### src/rtl/iadc_pkg.sv
// ----------------------------------------------------------------------------
// iadc_pkg
// Shared definitions for the incremental ADC conversion sequencer.
//   conv_state_t : sequencer states (IDLE, RESET, CONVERT, WAIT, CAPTURE)
//   IADC_*       : default conversion parameters used by the sequencer and
//                  its result buffer
// ----------------------------------------------------------------------------
package iadc_pkg;

   typedef enum logic [2:0] {
      ST_IDLE,
      ST_RESET,
      ST_CONVERT,
      ST_WAIT,
      ST_CAPTURE
   } conv_state_t;

   localparam int IADC_OSR     = 512;
   localparam int IADC_DATA_W  = 12;
   localparam int IADC_RST_CYC = 2;
   localparam int IADC_TIMEOUT = 16;

endpackage

### src/rtl/iadc_result_buf.sv
// ----------------------------------------------------------------------------
// iadc_result_buf
// One-entry valid/ready holding register for finished conversion results.
// A write that arrives while an unread value is held (and not being drained
// in the same cycle) is dropped and flagged through the sticky overrun bit.
// Ports:
//   clk, rst_n    : clock, asynchronous active-low reset
//   wr_en/wr_data : result offered by the sequencer (one-cycle strobe)
//   clr_flags     : clears the sticky overrun flag
//   result_ready  : downstream accepts the held value
//   result        : held value, stable while result_valid is high
//   result_valid  : result holds an unread value
//   overrun       : sticky, a result was dropped
// ----------------------------------------------------------------------------
module iadc_result_buf
   import iadc_pkg::*;
#(
   parameter int DATA_W = IADC_DATA_W
) (
   input  logic              clk,
   input  logic              rst_n,
   input  logic              wr_en,
   input  logic [DATA_W-1:0] wr_data,
   input  logic              clr_flags,
   input  logic              result_ready,
   output logic [DATA_W-1:0] result,
   output logic              result_valid,
   output logic              overrun
);

   logic drain;

   assign drain = result_valid & result_ready;

   // The holding register accepts a new value when it is empty or when the
   // current value is being taken this very cycle, so back-to-back results
   // with a ready consumer never lose data.
   always_ff @(posedge clk or negedge rst_n) begin
      if (!rst_n) begin
         result       <= '0;
         result_valid <= 1'b0;
      end else if (wr_en && (!result_valid || drain)) begin
         result       <= wr_data;
         result_valid <= 1'b1;
      end else if (drain) begin
         result_valid <= 1'b0;
      end
   end

   // Overrun stays set until the sequencer starts a fresh run from idle.
   always_ff @(posedge clk or negedge rst_n) begin
      if (!rst_n) begin
         overrun <= 1'b0;
      end else if (clr_flags) begin
         overrun <= 1'b0;
      end else if (wr_en && result_valid && !result_ready) begin
         overrun <= 1'b1;
      end
   end

endmodule

### src/rtl/iadc_conv_ctrl.sv
// ----------------------------------------------------------------------------
// iadc_conv_ctrl
// Conversion sequencer for the incremental ADC. Each conversion resets the
// modulator and decimation filter, enables the modulator for exactly OSR
// clocks, then waits for the filter's new_data edge and captures its result
// into a one-entry valid/ready buffer.
// Ports:
//   clk, rst_n          : clock, asynchronous active-low reset
//   start               : single-cycle request, honoured only when idle
//   continuous          : restart automatically after each conversion
//   abort               : cancel a conversion in RESET/CONVERT/WAIT
//   filt_data           : filter data_out
//   filt_new_data       : filter new_data (rising edge marks a result)
//   filt_rst_n          : filter reset, active-low
//   mod_rst             : modulator integrator reset, active-high
//   mod_en              : modulator sample enable
//   result/result_valid : captured value and its valid flag
//   result_ready        : downstream accepts result
//   busy                : sequencer not idle
//   overrun             : sticky, a result was dropped
//   timeout_err         : sticky, new_data never arrived
// ----------------------------------------------------------------------------
module iadc_conv_ctrl
   import iadc_pkg::*;
#(
   parameter int OSR     = IADC_OSR,
   parameter int DATA_W  = IADC_DATA_W,
   parameter int RST_CYC = IADC_RST_CYC,
   parameter int TIMEOUT = IADC_TIMEOUT
) (
   input  logic              clk,
   input  logic              rst_n,
   input  logic              start,
   input  logic              continuous,
   input  logic              abort,
   input  logic [DATA_W-1:0] filt_data,
   input  logic              filt_new_data,
   output logic              filt_rst_n,
   output logic              mod_rst,
   output logic              mod_en,
   output logic [DATA_W-1:0] result,
   output logic              result_valid,
   input  logic              result_ready,
   output logic              busy,
   output logic              overrun,
   output logic              timeout_err
);

   localparam int CNT_MAX = (OSR > TIMEOUT) ? ((OSR > RST_CYC) ? OSR : RST_CYC)
                                            : ((TIMEOUT > RST_CYC) ? TIMEOUT : RST_CYC);
   localparam int CNT_W   = $clog2(CNT_MAX + 1);

   localparam logic [CNT_W-1:0] RST_LAST = CNT_W'(RST_CYC - 1);
   localparam logic [CNT_W-1:0] OSR_LAST = CNT_W'(OSR - 1);
   localparam logic [CNT_W-1:0] TMO_LAST = CNT_W'(TIMEOUT - 1);

   conv_state_t       state, state_nxt;
   logic [CNT_W-1:0]  cnt, cnt_nxt;
   logic              new_data_q;
   logic              nd_rise;
   logic              rise_pend;
   logic [DATA_W-1:0] cap_data;
   logic              cap_wr;
   logic              clr_flags;
   logic              to_set;

   assign nd_rise = filt_new_data & ~new_data_q;

   // Next-state logic. One shared counter times the reset hold, the OSR
   // sample window and the new_data timeout, since only one of them is ever
   // running. Abort is checked first so it overrides every other exit.
   // A new_data edge seen before the sample window closes is remembered in
   // rise_pend so the modulator still gets its full OSR samples.
   always_comb begin
      state_nxt = state;
      cnt_nxt   = cnt;
      cap_wr    = 1'b0;
      clr_flags = 1'b0;
      to_set    = 1'b0;
      case (state)
         ST_IDLE: begin
            if (start) begin
               state_nxt = ST_RESET;
               cnt_nxt   = '0;
               clr_flags = 1'b1;
            end
         end
         ST_RESET: begin
            if (abort) begin
               state_nxt = ST_IDLE;
               cnt_nxt   = '0;
            end else if (cnt == RST_LAST) begin
               state_nxt = ST_CONVERT;
               cnt_nxt   = '0;
            end else begin
               cnt_nxt = cnt + CNT_W'(1);
            end
         end
         ST_CONVERT: begin
            if (abort) begin
               state_nxt = ST_IDLE;
               cnt_nxt   = '0;
            end else if (cnt == OSR_LAST) begin
               state_nxt = ST_WAIT;
               cnt_nxt   = '0;
            end else begin
               cnt_nxt = cnt + CNT_W'(1);
            end
         end
         ST_WAIT: begin
            if (abort) begin
               state_nxt = ST_IDLE;
               cnt_nxt   = '0;
            end else if (nd_rise || rise_pend) begin
               state_nxt = ST_CAPTURE;
               cnt_nxt   = '0;
            end else if (cnt == TMO_LAST) begin
               to_set    = 1'b1;
               state_nxt = continuous ? ST_RESET : ST_IDLE;
               cnt_nxt   = '0;
            end else begin
               cnt_nxt = cnt + CNT_W'(1);
            end
         end
         ST_CAPTURE: begin
            cap_wr    = 1'b1;
            state_nxt = continuous ? ST_RESET : ST_IDLE;
            cnt_nxt   = '0;
         end
         default: begin
            state_nxt = ST_IDLE;
            cnt_nxt   = '0;
         end
      endcase
   end

   // State, counter and new_data edge tracking. The filter value is latched
   // in the edge cycle so CAPTURE writes exactly what the filter presented
   // alongside its strobe.
   always_ff @(posedge clk or negedge rst_n) begin
      if (!rst_n) begin
         state      <= ST_IDLE;
         cnt        <= '0;
         new_data_q <= 1'b0;
         rise_pend  <= 1'b0;
         cap_data   <= '0;
      end else begin
         state      <= state_nxt;
         cnt        <= cnt_nxt;
         new_data_q <= filt_new_data;
         if (state == ST_CONVERT && nd_rise) begin
            rise_pend <= 1'b1;
         end else if (state != ST_CONVERT && state != ST_WAIT) begin
            rise_pend <= 1'b0;
         end
         if (nd_rise && (state == ST_CONVERT || state == ST_WAIT)) begin
            cap_data <= filt_data;
         end
      end
   end

   // Control outputs are registered from the next state so they change in
   // the same cycle as the state itself and never glitch.
   always_ff @(posedge clk or negedge rst_n) begin
      if (!rst_n) begin
         filt_rst_n <= 1'b0;
         mod_rst    <= 1'b1;
         mod_en     <= 1'b0;
         busy       <= 1'b0;
      end else begin
         filt_rst_n <= !(state_nxt inside {ST_IDLE, ST_RESET});
         mod_rst    <= (state_nxt inside {ST_IDLE, ST_RESET});
         mod_en     <= (state_nxt == ST_CONVERT);
         busy       <= (state_nxt != ST_IDLE);
      end
   end

   // Timeout flag is sticky until the next start from idle.
   always_ff @(posedge clk or negedge rst_n) begin
      if (!rst_n) begin
         timeout_err <= 1'b0;
      end else if (clr_flags) begin
         timeout_err <= 1'b0;
      end else if (to_set) begin
         timeout_err <= 1'b1;
      end
   end

   iadc_result_buf #(
      .DATA_W (DATA_W)
   ) u_result_buf (
      .clk          (clk),
      .rst_n        (rst_n),
      .wr_en        (cap_wr),
      .wr_data      (cap_data),
      .clr_flags    (clr_flags),
      .result_ready (result_ready),
      .result       (result),
      .result_valid (result_valid),
      .overrun      (overrun)
   );

endmodule
### config.mk
export PLATFORM = sky130hd
export DESIGN_NAME = iadc_conv_ctrl
export DESIGN_NICKNAME = d
export VERILOG_FILES = /design/src/rtl/iadc_pkg.sv /design/src/rtl/iadc_result_buf.sv /design/src/rtl/iadc_conv_ctrl.sv
export SDC_FILE = /design/constraint.sdc
export NUM_CORES = 1
export LEC_CHECK = 0
export BUFFER_PORTS_ARGS = -buffer_cell sky130_fd_sc_hd__buf_4
export CAP_MARGIN = 5
export CORE_ASPECT_RATIO = 1.5
export CORE_MARGIN = 3
export CORE_UTILIZATION = 55
export CTS_CLUSTER_DIAMETER = 60
export DETAILED_ROUTE_END_ITERATION = 6
export GPL_TIMING_DRIVEN = 0
export PLACE_DENSITY_LB_ADDON = 0.25
export REMOVE_ABC_BUFFERS = 1
export SETUP_SLACK_MARGIN = 0.15
export SYNTH_ARGS = -nofsm -noshare
export SYNTH_HDL_FRONTEND = slang
export SYNTH_SLANG_ARGS = --single-unit
export TNS_END_PERCENT = 30
### constraint.sdc
create_clock -name clk -period 2 [get_ports clk]
set_input_delay 0.1 -clock clk [delete_from_list [all_inputs] [get_ports clk]]
set_output_delay 0.1 -clock clk [all_outputs]
set_load 0.005 [all_outputs]
==> Word-level counts from Yosys, hierarchy flattened <==
Cells that the tools add are included.
{ "word_totals": {"mem_bits_rw": 0, "n_memories": 0, "elab_cells": 83, "rom_bits": 0, "out_inout_bits": 19, "latch_bits": 0, "in_bits": 19, "regBits": 46} }
{ "op_classes": {"add_sub_neg": 1, "n_reduce_logical": 20, "muxes": 34, "shifts": 0, "n_mul": 0, "order_cmp": 0, "n_div": 0, "n_eq_ne": 12, "n_bitwise": 3} }
{ "op_table": {"columns": ["operator", "n"], "rows": [
  ["$mux W10", 8],
  ["$pmux W10 S4", 1],
  ["$mux W3", 8],
  ["$mux W1", 16],
  ["$pmux W3 S5", 1],
  ["$add A10 B1 Y10 const B", 1],
  ["$eq A10 B1 Y1 const B", 1],
  ["$eq A10 B4 Y1 const B", 1],
  ["$eq A10 B9 Y1 const B", 1],
  ["$reduce_bool A2 Y1", 5],
  ["$eq A3 B2 Y1 const B", 3],
  ["$eq A3 B1 Y1 const B", 2],
  ["$logic_and A1 B1 Y1", 6],
  ["$logic_not A3 Y1", 2],
  ["$ne A3 B2 Y1 const B", 2],
  ["$eq A3 B3 Y1 const B", 1],
  ["$logic_not A1 Y1", 3],
  ["$logic_or A1 B1 Y1", 3],
  ["$reduce_bool A3 Y1", 1],
  ["$and A1 B1 Y1", 2],
  ["$ne A2 B2 Y1 const B", 1],
  ["$not A1 Y1", 1]
]} }

==> Depth between registers and ports, before layout <==
{ "logic_depth": {"ltp_word": 9, "mapped_depth": 6, "ltp_nobuf": 6} }

==> Modules after synthesis <==
From an unflattened synthesis, not the netlist that was laid out.
{ "unflattened": {"hier_cells": 174, "hier_area_um2": 2144.6} }
{ "modules_own_cells": {"columns": ["mod", "seq_area_each_um2", "area_each_um2", "instances", "cells_each"], "rows": [
  ["iadc_conv_ctrl", 802.0, 1555.2, 1, 141],
  ["iadc_result_buf", 350.3, 589.3, 1, 33]
]} }

==> Worst setup path after synthesis <==
No wires, ideal clock.
{ "synth_timing": {"path_type": "register -> register", "startpoint": "reg cnt[0]", "endpoint": "reg cnt[2]", "setup_ns": 0.141, "path_buffers": 0, "synth_period_minus_slack_ns": 1.703, "required_ns": 1.859, "stages_incl_launch_ff": 7, "path_slack_ns": 0.297, "arrival_ns": 1.562, "cell_sequence": "dfrtp_1 ha_1 nand3_2 nor4b_1 nor2_1 o21ai_4 o221ai_1"} }
{ "synth_via": {"elab_chain_cells": 5, "elab_cells_between_ends": 12, "cone_classes": "add/sub: 1; eq/ne: 3; mux: 8"} }
{ "synth_lines": {"columns": ["item", "line_no", "rtl"], "rows": [
  ["start, declared", "iadc_conv_ctrl.sv:58", "logic [CNT_W-1:0] cnt, cnt_nxt;"],
  ["start signal, assigned", "iadc_conv_ctrl.sv:149", "cnt <= cnt_nxt;"],
  ["$add A10 B1 Y10 or $eq A10 B4 Y1 (tied branches)", null, null],
  ["$mux W10", "iadc_conv_ctrl.sv:117", "end else if (cnt == TMO_LAST) begin"],
  ["$mux W10", "iadc_conv_ctrl.sv:114", "end else if (nd_rise || rise_pend) begin"],
  ["$mux W10", "iadc_conv_ctrl.sv:111", "if (abort) begin"],
  ["$pmux W10 S4 *", "iadc_conv_ctrl.sv:80", "case (state)"]
]} }
Mark *: on every way between the ends. The rest lies on a longest branch, timed or not.
A chain may end at the register's enable or synchronous reset.

==> Final worst setup path <==
{ "layout_timing": {"startpoint": "reg cnt[4]", "endpoint": "reg busy"} }
{ "layout_via": {"elab_chain_cells": 6, "elab_cells_between_ends": 12, "cone_classes": "eq/ne: 3; mux: 8; reduce/logical: 1"} }
{ "layout_lines": {"columns": ["item", "line_no", "rtl"], "rows": [
  ["$eq A10 B4 Y1", "iadc_conv_ctrl.sv:117", null],
  ["$mux W3", "iadc_conv_ctrl.sv:117", null],
  ["$mux W3", "iadc_conv_ctrl.sv:114", null],
  ["$mux W3", "iadc_conv_ctrl.sv:111", null],
  ["$pmux W3 S5 *", "iadc_conv_ctrl.sv:80", null],
  ["named net state_nxt[0]", "iadc_conv_ctrl.sv:57", "conv_state_t state, state_nxt;"],
  ["$reduce_bool A3 Y1 *", "iadc_conv_ctrl.sv:174", "busy <= (state_nxt != ST_IDLE);"],
  ["end signal, assigned", "iadc_conv_ctrl.sv:174", null],
  ["end, declared", "iadc_conv_ctrl.sv:44", "output logic busy,"]
]} }
Mark *: on every way through the listed nets, which the timed path passes. The rest lies on a longest branch.

==> flow_summary.yaml <==
synthesis:
  ys_types: 48
  async_reset_ff_frac: 1.000
  seq_area_frac_synth: 0.5443
  ys_seq_elements: 46
  synth_edf_count: 0
  synthCells: 174
  yosys_warnings: 0
  ys.flop_type: "dfrtp_1"
  avgSynthCellArea_um2: 12.17
  synth_area_mm2: 0.002117
setup_path:
  crit_fanout: 7
  crit_buf_inv: 0
  cpPeakStageDelay_ps: 480
  crit_chain: "nor4_4 -> and3b_2 -> a2bb2oi_2 -> o211ai_2 -> nand2b_1"
  cp.required_ps: 2180
  end_kind: "flop"
  crit_type: "reg -> reg"
  arrival_ps: 2010
  cp-start-kind: "flop"
  critPathTopFamily: "simple AND/OR/NAND/NOR gates"
  cp_slowest_cell: "dfrtp_1"
cells_and_area:
  fin_nets: 246
  multi_input_area_um2: 996.0
  diodes: 0
  drive_gt1_frac: 0.4646
  stdcell_count: 269
  areaGrowthSynthToFinish_pct: 27.84
  postLayoutCoreUtil: 0.7350
  regArea_mm2: 0.001156
  n_fill_cell: 229
power:
  p_sw_frac: 0.3284
  clkPwrFrac: 0.204
  p_comb_frac: 0.318
  power_density_mw_per_mm2: 1011
  internal_power_mw: 1.837
  p_sw_mw: 0.8983
  pwr-share-seq: 0.477
  irDropWorstVdd_mv: 0.9127
  p_leak_nw: 1.267
grt:
  gr-total-overflow: 0
  grt_pass1_wl_mm: 7.251
  antenna_found_initial: 0
  grt_max_degree: 47
  grtUsageTotal: 0.2034
  grt_pass1_vias: 1629
drt:
  wl_mm: 4.679
  drtPass1Iterations: 4
  antenna_left: 0
  routedWlPerCell_um: 17.39
  vias: 1624
  via_per_inst: 6.037
  drt-initial-drc-count: 52
  drc: 0
clocking:
  cts-root-buf: "clkbuf_8"
  clk_pin_slew_ps: 90
  h-tree-depth: 2
  clk_latency_ps: 300
  clock_sinks: 46
  numCtsBuffers: 5
  clock_path_buffers: 2
  cts_tree: "yes"
die:
  floorplan.initialDensity: 0.5749
  die_w_um: 56.66
  dieArea_mm2: 0.004645
  rows: 27
  fp.coreArea_mm2: 0.003682
  io_pins: 38
  die_h_um: 81.99
sta:
  post-route-period-util: 0.9149
  finClkSkew_ps: 7.672
  fmax_mhz: 546.5
  worst_pin_slew_ps: 692.5
  final.min_clock_period_ps: 1830
  rsz0062_at_grt: "true"
  slew_headroom: 0.5348
  timing.hold.ws_ps: 29.25
  setup_violations: 0
  hold_viol_final: 0
  report.final.slew_viol_count: 0
job:
  maxCapViolCount: 0
placement:
  hpwl_mm: 3.241
  numPortBuffers: 37
  gp_congestion: 0.8745
  post-place-cells: 250
hold_path:
  holdCritPathClass: "in -> reg"
outcome:
  status: "finished, final reports clean"
==> kinds of logic (layout without fill, tap and decap cells) <==
family | count (synthesis) | after routing | share of synthesized area
muxes | 25 | 25 | 0.1324
AOI/OAI and AO/OA | 30 | 30 | 0.1200
and+or+nand+nor | 58 | 58 | 0.1590
xor gates and xnor gates | 2 | 2 | 0.008276
buffers and inverters | 11 | 63 | 0.02423
DFF | 46 | 46 | 0.5443
adders and majority gates | 2 | 2 | 0.01182
==> power by group through the flow <==
stage	clock, mW	combinational [mW]	sequential (mW)
after floorplan	0	0.489	1.29
after global placement	0	0.722	1.30
after detailed placement	0	0.756	1.33
after CTS	0.564	0.777	1.32
after global routing	0.604	0.955	1.33
final	0.559	0.870	1.31
==> layer usage <==
| layer | GRT usage | wire length (µm) | up-vias |
|---|---|---|---|
| li1 | - | - | 736 |
| met1 | 0.2135 | 1700 | 803 |
| met2 | 0.3773 | 2587 | 73 |
| met3 | 0.05031 | 306 | 12 |
| met4 | 0.09501 | 85 | 0 |
| met5 | 0 | 0 | - |
==> cell usage after synthesis (2+ instances only) <==
master,n,area [µm²]
ha_1,2,25.02
o21ai_0,4,20.02
o2111ai_1,2,17.52
nand2b_1,4,25.02
nand3_1,4,20.02
nor2_1,14,52.55
or3_1,2,12.51
a31oi_1,2,12.51
inv_1,6,22.52
nor4_2,2,25.02
mux2_2,24,270.3
o211ai_2,2,25.02
and3_1,2,12.51
o221ai_1,3,26.28
nor3_1,5,25.02
nand2_1,12,45.04
dfrtp_1,45,1126
buf_2,2,10.01
a21oi_1,6,30.03
a21o_1,2,15.01
a221oi_1,2,17.52
==> final timing paths <==
path                         startpoint     endpoint  slack, ps  cells past startpoint
max                              cnt[4]         busy        170                      5
min in group asynchronous         rst_n       cnt[7]        330                      2
max in group asynchronous         rst_n     state[0]       1260                      2
min                        filt_data[6]  cap_data[6]         30                      2
max reg2reg                      cnt[4]         busy        170                      5
min reg2reg                      cnt[0]       cnt[0]        500                      1
==> layout make-up <==
class                      instances  area share
multi-input combinational        117      0.3680
tap                               43     0.01988
clock inverter                     2    0.005086
inverter                           7    0.009709
timing repair buffer              48      0.1433
sequential                        46      0.4272
clock buffer                       6     0.02681
==> layout by cell type (no fill, tap or decap), drive strengths merged, types with 2 or more instances in the layout <==
cell type,count
a21o,2
a21oi,6
a221oi,2
a31oi,2
and3,2
buf,45
clkbuf,7
clkinv,2
dfrtp,45
dlygate4sd3,2
ha,2
inv,7
mux2,24
nand2,12
nand2b,4
nand3,5
nand4,2
nor2,15
nor3,5
nor4,3
o2111ai,2
o211ai,2
o21ai,6
o221ai,3
or3,2
or4,2
==> flip-flops by register name, summed over array words and instances, names as in the netlist, 3 cells and up <==
signal and cells:
cnt 10, u_result_buf.result 12, state 3, cap_data 12
==> through the flow <==
stage / TNS (ps) / cell area (µm²) / power [mW] / setup WS (ps)
global placement: -8134 / 2424 / 2.025 / -670.9
finish: 0 / 2706 / 2.735 / 170.3
global route: 0 / 2706 / 2.891 / 91.20
floorplan: -2747 / 2092 / 1.781 / -228.9
CTS: 0 / 2582 / 2.661 / 15.84
detailed placement: -2320 / 2429 / 2.088 / -171.5
==> what timing repair did <==
action,CTS,global route
hold endpoints to repair,46,0
endpoints found under the setup margin,36,26
resized for setup,5,11
pin swaps,0,5
hold buffers,2,0
buffers inserted,1,8
(Power assumes the default switching activity.)
